===== src/rtl/shift_register_n_pkg.sv =====
// Shared constants and types for the universal shift register.
// Mode/direction encodings plus the per-stage next-value select.
package shift_register_n_pkg;

    localparam logic [1:0] MODE_HOLD   = 2'b00;
    localparam logic [1:0] MODE_SHIFT  = 2'b01;
    localparam logic [1:0] MODE_ROTATE = 2'b10;
    localparam logic [1:0] MODE_LOAD   = 2'b11;

    localparam logic DIR_UP   = 1'b0;
    localparam logic DIR_DOWN = 1'b1;

    typedef enum logic [1:0] {
        SEL_HOLD = 2'b00,
        SEL_NBR  = 2'b01,
        SEL_LOAD = 2'b10
    } stage_sel_e;

    // Shift and rotate both take the neighbour; only the end-stage insert differs.
    function automatic stage_sel_e mode_to_sel(input logic [1:0] mode);
        stage_sel_e sel;
        case (mode)
            MODE_SHIFT, MODE_ROTATE: sel = SEL_NBR;
            MODE_LOAD:               sel = SEL_LOAD;
            default:                 sel = SEL_HOLD;
        endcase
        return sel;
    endfunction

endpackage


===== src/rtl/shift_register_n_stage.sv =====
// One WIDTH-bit stage of the shift register: synchronous clear, enable,
// and a hold / neighbour / parallel-load next-value mux.
module shift_stage
    import shift_register_n_pkg::*;
#(
    parameter int unsigned WIDTH = 1
) (
    input  logic             clk,
    input  logic             clr,
    input  logic             en,
    input  stage_sel_e       sel,
    input  logic [WIDTH-1:0] nbr,
    input  logic [WIDTH-1:0] ld,
    output logic [WIDTH-1:0] q
);

    logic [WIDTH-1:0] d_c;

    always_comb begin
        d_c = q;
        case (sel)
            SEL_NBR:  d_c = nbr;
            SEL_LOAD: d_c = ld;
            default:  d_c = q;
        endcase
    end

    always_ff @(posedge clk) begin
        if (clr) begin
            q <= '0;
        end else if (en) begin
            q <= d_c;
        end
    end

endmodule


===== src/rtl/shift_register_n.sv =====
// Parametrised universal shift register: hold, shift, rotate and parallel load
// in either direction, with a saturating fill counter and registered full flag.
module shift_register_n
    import shift_register_n_pkg::*;
#(
    parameter int unsigned WIDTH = 1,
    parameter int unsigned DEPTH = 5
) (
    input  logic                       clk,
    input  logic                       clr,
    input  logic                       en,
    input  logic [1:0]                 mode,
    input  logic                       dir,
    input  logic [WIDTH-1:0]           sin,
    input  logic [DEPTH*WIDTH-1:0]     pin,
    output logic [DEPTH*WIDTH-1:0]     pout,
    output logic [WIDTH-1:0]           sout,
    output logic [$clog2(DEPTH+1)-1:0] fill,
    output logic                       full
);

    localparam int unsigned FILL_W = $clog2(DEPTH + 1);
    localparam logic [FILL_W-1:0] FILL_MAX = FILL_W'(DEPTH);

    logic [WIDTH-1:0]  stage_q [DEPTH];
    logic [WIDTH-1:0]  outgoing_c;
    logic [WIDTH-1:0]  insert_c;
    logic              stage_en_c;
    stage_sel_e        sel_c;
    logic [FILL_W-1:0] fill_nxt_c;
    logic              full_nxt_c;

    // The element leaving the chain doubles as sout and the rotate insert.
    always_comb begin
        outgoing_c = (dir == DIR_DOWN) ? stage_q[0] : stage_q[DEPTH-1];
        insert_c   = (mode == MODE_ROTATE) ? outgoing_c : sin;
        stage_en_c = en && (mode != MODE_HOLD);
        sel_c      = mode_to_sel(mode);
    end

    assign sout = outgoing_c;

    for (genvar k = 0; k < int'(DEPTH); k++) begin : g_stage
        logic [WIDTH-1:0] nbr_c;

        if (k == 0) begin : g_lo
            always_comb nbr_c = (dir == DIR_UP) ? insert_c : stage_q[k+1];
        end else if (k == int'(DEPTH) - 1) begin : g_hi
            always_comb nbr_c = (dir == DIR_UP) ? stage_q[k-1] : insert_c;
        end else begin : g_mid
            always_comb nbr_c = (dir == DIR_UP) ? stage_q[k-1] : stage_q[k+1];
        end

        shift_stage #(
            .WIDTH (WIDTH)
        ) u_stage (
            .clk (clk),
            .clr (clr),
            .en  (stage_en_c),
            .sel (sel_c),
            .nbr (nbr_c),
            .ld  (pin[k*WIDTH +: WIDTH]),
            .q   (stage_q[k])
        );

        assign pout[k*WIDTH +: WIDTH] = stage_q[k];
    end

    // Shift saturates at DEPTH, load fills instantly, rotate and hold keep the count.
    always_comb begin
        fill_nxt_c = fill;
        full_nxt_c = full;
        if (en) begin
            case (mode)
                MODE_SHIFT: begin
                    if (fill != FILL_MAX) begin
                        fill_nxt_c = fill + FILL_W'(1);
                        full_nxt_c = (fill == FILL_MAX - FILL_W'(1));
                    end
                end
                MODE_LOAD: begin
                    fill_nxt_c = FILL_MAX;
                    full_nxt_c = 1'b1;
                end
                default: begin
                    fill_nxt_c = fill;
                    full_nxt_c = full;
                end
            endcase
        end
    end

    always_ff @(posedge clk) begin
        if (clr) begin
            fill <= '0;
            full <= 1'b0;
        end else begin
            fill <= fill_nxt_c;
            full <= full_nxt_c;
        end
    end

endmodule

===== config.mk =====
export PLATFORM = sky130hd
export DESIGN_NAME = shift_register_n
export DESIGN_NICKNAME = d
export VERILOG_FILES = /design/src/rtl/shift_register_n_pkg.sv /design/src/rtl/shift_register_n_stage.sv /design/src/rtl/shift_register_n.sv
export SDC_FILE = /design/constraint.sdc
export NUM_CORES = 1
export LEC_CHECK = 0
export ABC_AREA = 0
export CAP_MARGIN = 20
export CELL_PAD_IN_SITES_DETAIL_PLACEMENT = 2
export CELL_PAD_IN_SITES_GLOBAL_PLACEMENT = 2
export CORE_ASPECT_RATIO = 0.75
export CORE_MARGIN = 2
export CORE_UTILIZATION = 24
export CTS_CLUSTER_SIZE = 16
export DETAILED_ROUTE_END_ITERATION = 16
export GPL_TIMING_DRIVEN = 0
export PLACE_DENSITY_LB_ADDON = 0.05
export SLEW_MARGIN = 10
export SYNTH_ARGS = -nofsm -noshare
export SYNTH_HDL_FRONTEND = slang
export SYNTH_SLANG_ARGS = --single-unit

===== constraint.sdc =====
create_clock -name clk -period 1.5 [get_ports clk]
set_input_delay 0.45 -clock clk [delete_from_list [all_inputs] [get_ports clk]]
set_output_delay 0.45 -clock clk [all_outputs]
set_load 0.005 [all_outputs]

==> results.md <==
- Run status: finished with violations
- Failing checks: setup timing
- Worst path arrival time: 1.09 ns
- Reg power frac: 0.393
- Vias in the first global route: 719
- Reg-to-Reg End: fill[0]
- Clock power share: 0.311
- HPWL after DPL: 1.48 mm
- Pwr Total: 0.676 mW
- Clk_lat worst skew: 0.27 ns
- Num ports: 22
- Port bufs: 20
- Sw Ratio: 0.298
- Clock Tree Buf Depth: 2
- Worst-path clk slew: 0.08 ns
- Worst path slowest cell: dfxtp_2
- First-pass detailed-route iteration total: 4
- Hold path depth: 2
- RSZ-0062 raised after global routing: yes
- Crit path max fanout: 3
- Register bit total from synthesis: 9
- Clock Skew: 0.00275 ns
- CTS tree: yes
- Int Power: 0.474 mW
- CP Cell Sequence: and2_4, or2_4, buf_6
- Post-placement cell count: 131
- Number of synthesized flops with an enable pin: 0
- Net Count, Synth: 90
- Leakage: 0.456 nW
- DRT iter0 DRCs: 6
- Root Driver: clkbuf_4
- Drt total wl: 2.10 mm
- Post-route setup slack: -0.0393 ns
- Synth Instances: 75
- DR vias: 695
- Final Instance Count excl. Fillers: 145
- GP Congestion: 0.673
- Layout cells sized above 1: 0.349
- Layout area overhead: 58.9%
- Die span in x: 63.2 microns
- Nets@finish: 125
- # fillers: 313
- Comb power frac: 0.297
- Global-route wire length before repair: 3.44 mm
- Routed Antenna Nets: 0
- Type of the worst setup path: reg -> out
- Largest net degree at the start of global routing: 11
- HP Start: en
- Internal reg-to-reg setup slack: 0.11 ns
- Total gr overflow: 0
- Initial Util: 0.246
- Clock Sink Count: 9
- Asr flop ratio synth: 0
- Row cnt: 16
- Hold Vio Cnt, Final: 0
- Total core area: 2560 sq um
- Reg2reg path depth: 6
- Full die area: 3060 sq um
- Post-Syn Area: 631 sq um
- Worst flop-to-flop path startpoint: fill[1]
- Max incr delay on CP: 0.33 ns
- Worst setup EP type: output port
- Max-cap check violation count: 0
- NetSw: 0.201 mW
- Sequential element share of the synthesized area: 0.286
- GRT Overall Usage: 0.148
- Main synth FF type: dfxtp_1
- Relative slew slack: 0.800
- Hold Path Sink: g_stage[4].u_stage.q
- Die H: 48.4 microns
- Critical Path RT: 1.05 ns
- Slew @ Worst Pin: 0.299 ns
- Antenna diode count: 0
- CTS Buf Count: 3
- Wire per inst: 14.5 microns
- Final Max Slew Viols: 0
- Tcrit/Tclk final: 1.03
- DRC Markers: 0
- Synth warn: 0
- Min Tclk post-route: 1.54 ns
- Crit start category: flip-flop
- Initial antenna violation count: 0
- Pwr dens: 674 nW/um^2
- Max frequency: 650 MHz
- Htree depth: 1
- Netlist cell types: 31
- Vias per cell: 4.79
- Avg Cell Area, Syn: 8.41 sq um
- Final setup fails: 1
- VDD IR-drop max: 0.214 mV
- Hold/Removal Path Class: in -> reg
stage by stage:
| step | cell area, sq um | setup TNS [ns] | util | hold slack [ns] | worst slack (ns) |
|---|---|---|---|---|---|
| global placement | 876 | -3.31 | 0.342 | 0.508 | -0.940 |
| finish | 1000 | -0.0393 | 0.391 | 0.415 | -0.0393 |
| floorplan | 631 | 0 | - | 0.468 | 0.00655 |
| detailed placement | 876 | -3.53 | 0.342 | 0.508 | -0.947 |
| CTS | 1000 | -0.0756 | 0.390 | 0.414 | -0.0756 |
| global route | 1000 | -0.0662 | 0.391 | 0.430 | -0.0662 |
cell usage in the layout (no fill, tap or decap), drive strengths merged, types with 4 or more instances in the layout:
cell type,n
nand3,4
dfxtp,9
buf,21
clkbuf,4
nor2,5
inv,4
dlygate4sd2,10
clkdlybuf4s50,7
nor2b,5
power groups by stage:
stage	registers, mW	clock network [mW]	logic (mW)
floorplan	0.271	0	0.0892
global placement	0.276	0	0.172
detailed placement	0.276	0	0.174
CTS	0.265	0.211	0.202
global route	0.268	0.226	0.220
finish	0.265	0.210	0.201
worst max-delay path by stage:
stage                         startpoint   end  slack, ns  cells past startpoint
floorplan                            dir  sout      0.007                      3
global placement                     dir  sout      -0.94                      5
detailed placement                   dir  sout      -0.95                      5
CTS                                  dir  sout      -0.08                      5
global route        g_stage[0].u_stage.q  sout      -0.07                      3
finish              g_stage[0].u_stage.q  sout      -0.04                      3
cell families (layout without fill, tap and decap cells):
kind of cell             after synthesis  after routing  synth area share
AO/OA/AOI/OAI                         23             23             0.276
adder cells (fa/ha/maj)                3              3            0.0595
buffers and inverters                 13             47             0.133
flip-flops                             9              9             0.286
AND/OR/NAND/NOR                       27             27             0.246
what timing repair did:
item                       in CTS  in global routing
hold buffers                    0                  0
pin swaps                       2                  2
setup buffers                  11                  0
resized for setup              35                  5
setup endpoints to repair      14                  7
area by class of cell:
cell class                 instances  area, sq um  share of cell area
multi-input combinational         53          379               0.378
timing repair buffer              31          275               0.275
sequential                         9          194               0.194
buffer                             8         67.6              0.0674
tap                               36         45.0              0.0449
clock buffer                       4         26.3              0.0262
inverter                           4         15.0              0.0150
cells in the mapped netlist, drive strengths merged (2+ instances only):
cell    count  area (sq um)
buf         9          68.8
ha          3          37.5
inv         4          15.0
nor2b       5          31.3
nand2       3          18.8
o221ai      2          17.5
nor2        5          18.8
o31ai       3          22.5
or3         2          12.5
dfxtp       9           180
a21oi       2          10.0
o22ai       2          12.5
nand2b      3          18.8
a31oi       3          18.8
a221oi      3          26.3
nand3       4          20.0
and2        2          12.5
sequential cells by signal (all words and copies together) (netlist names):
signal             count
g_stage.u_stage.q      5
fill                   3
full                   1
routing by layer:
metal / routed length, microns / global-route usage / up-vias
met3: 80 / 0.0326 / 2
met2: 955 / 0.234 / 17
met4: 19 / 0.0543 / 0
li1: - / - / 339
met5: 0 / 0 / -
met1: 1050 / 0.199 / 337
worst max-delay path, delay by kind of cell (launching register included):
family	cells	cell delay, ns
buffers and inverters	1	0.11
flip-flops	1	0.33
AND/OR/NAND/NOR	2	0.37
No activity file was read; power rests on OpenSTA's default activity.
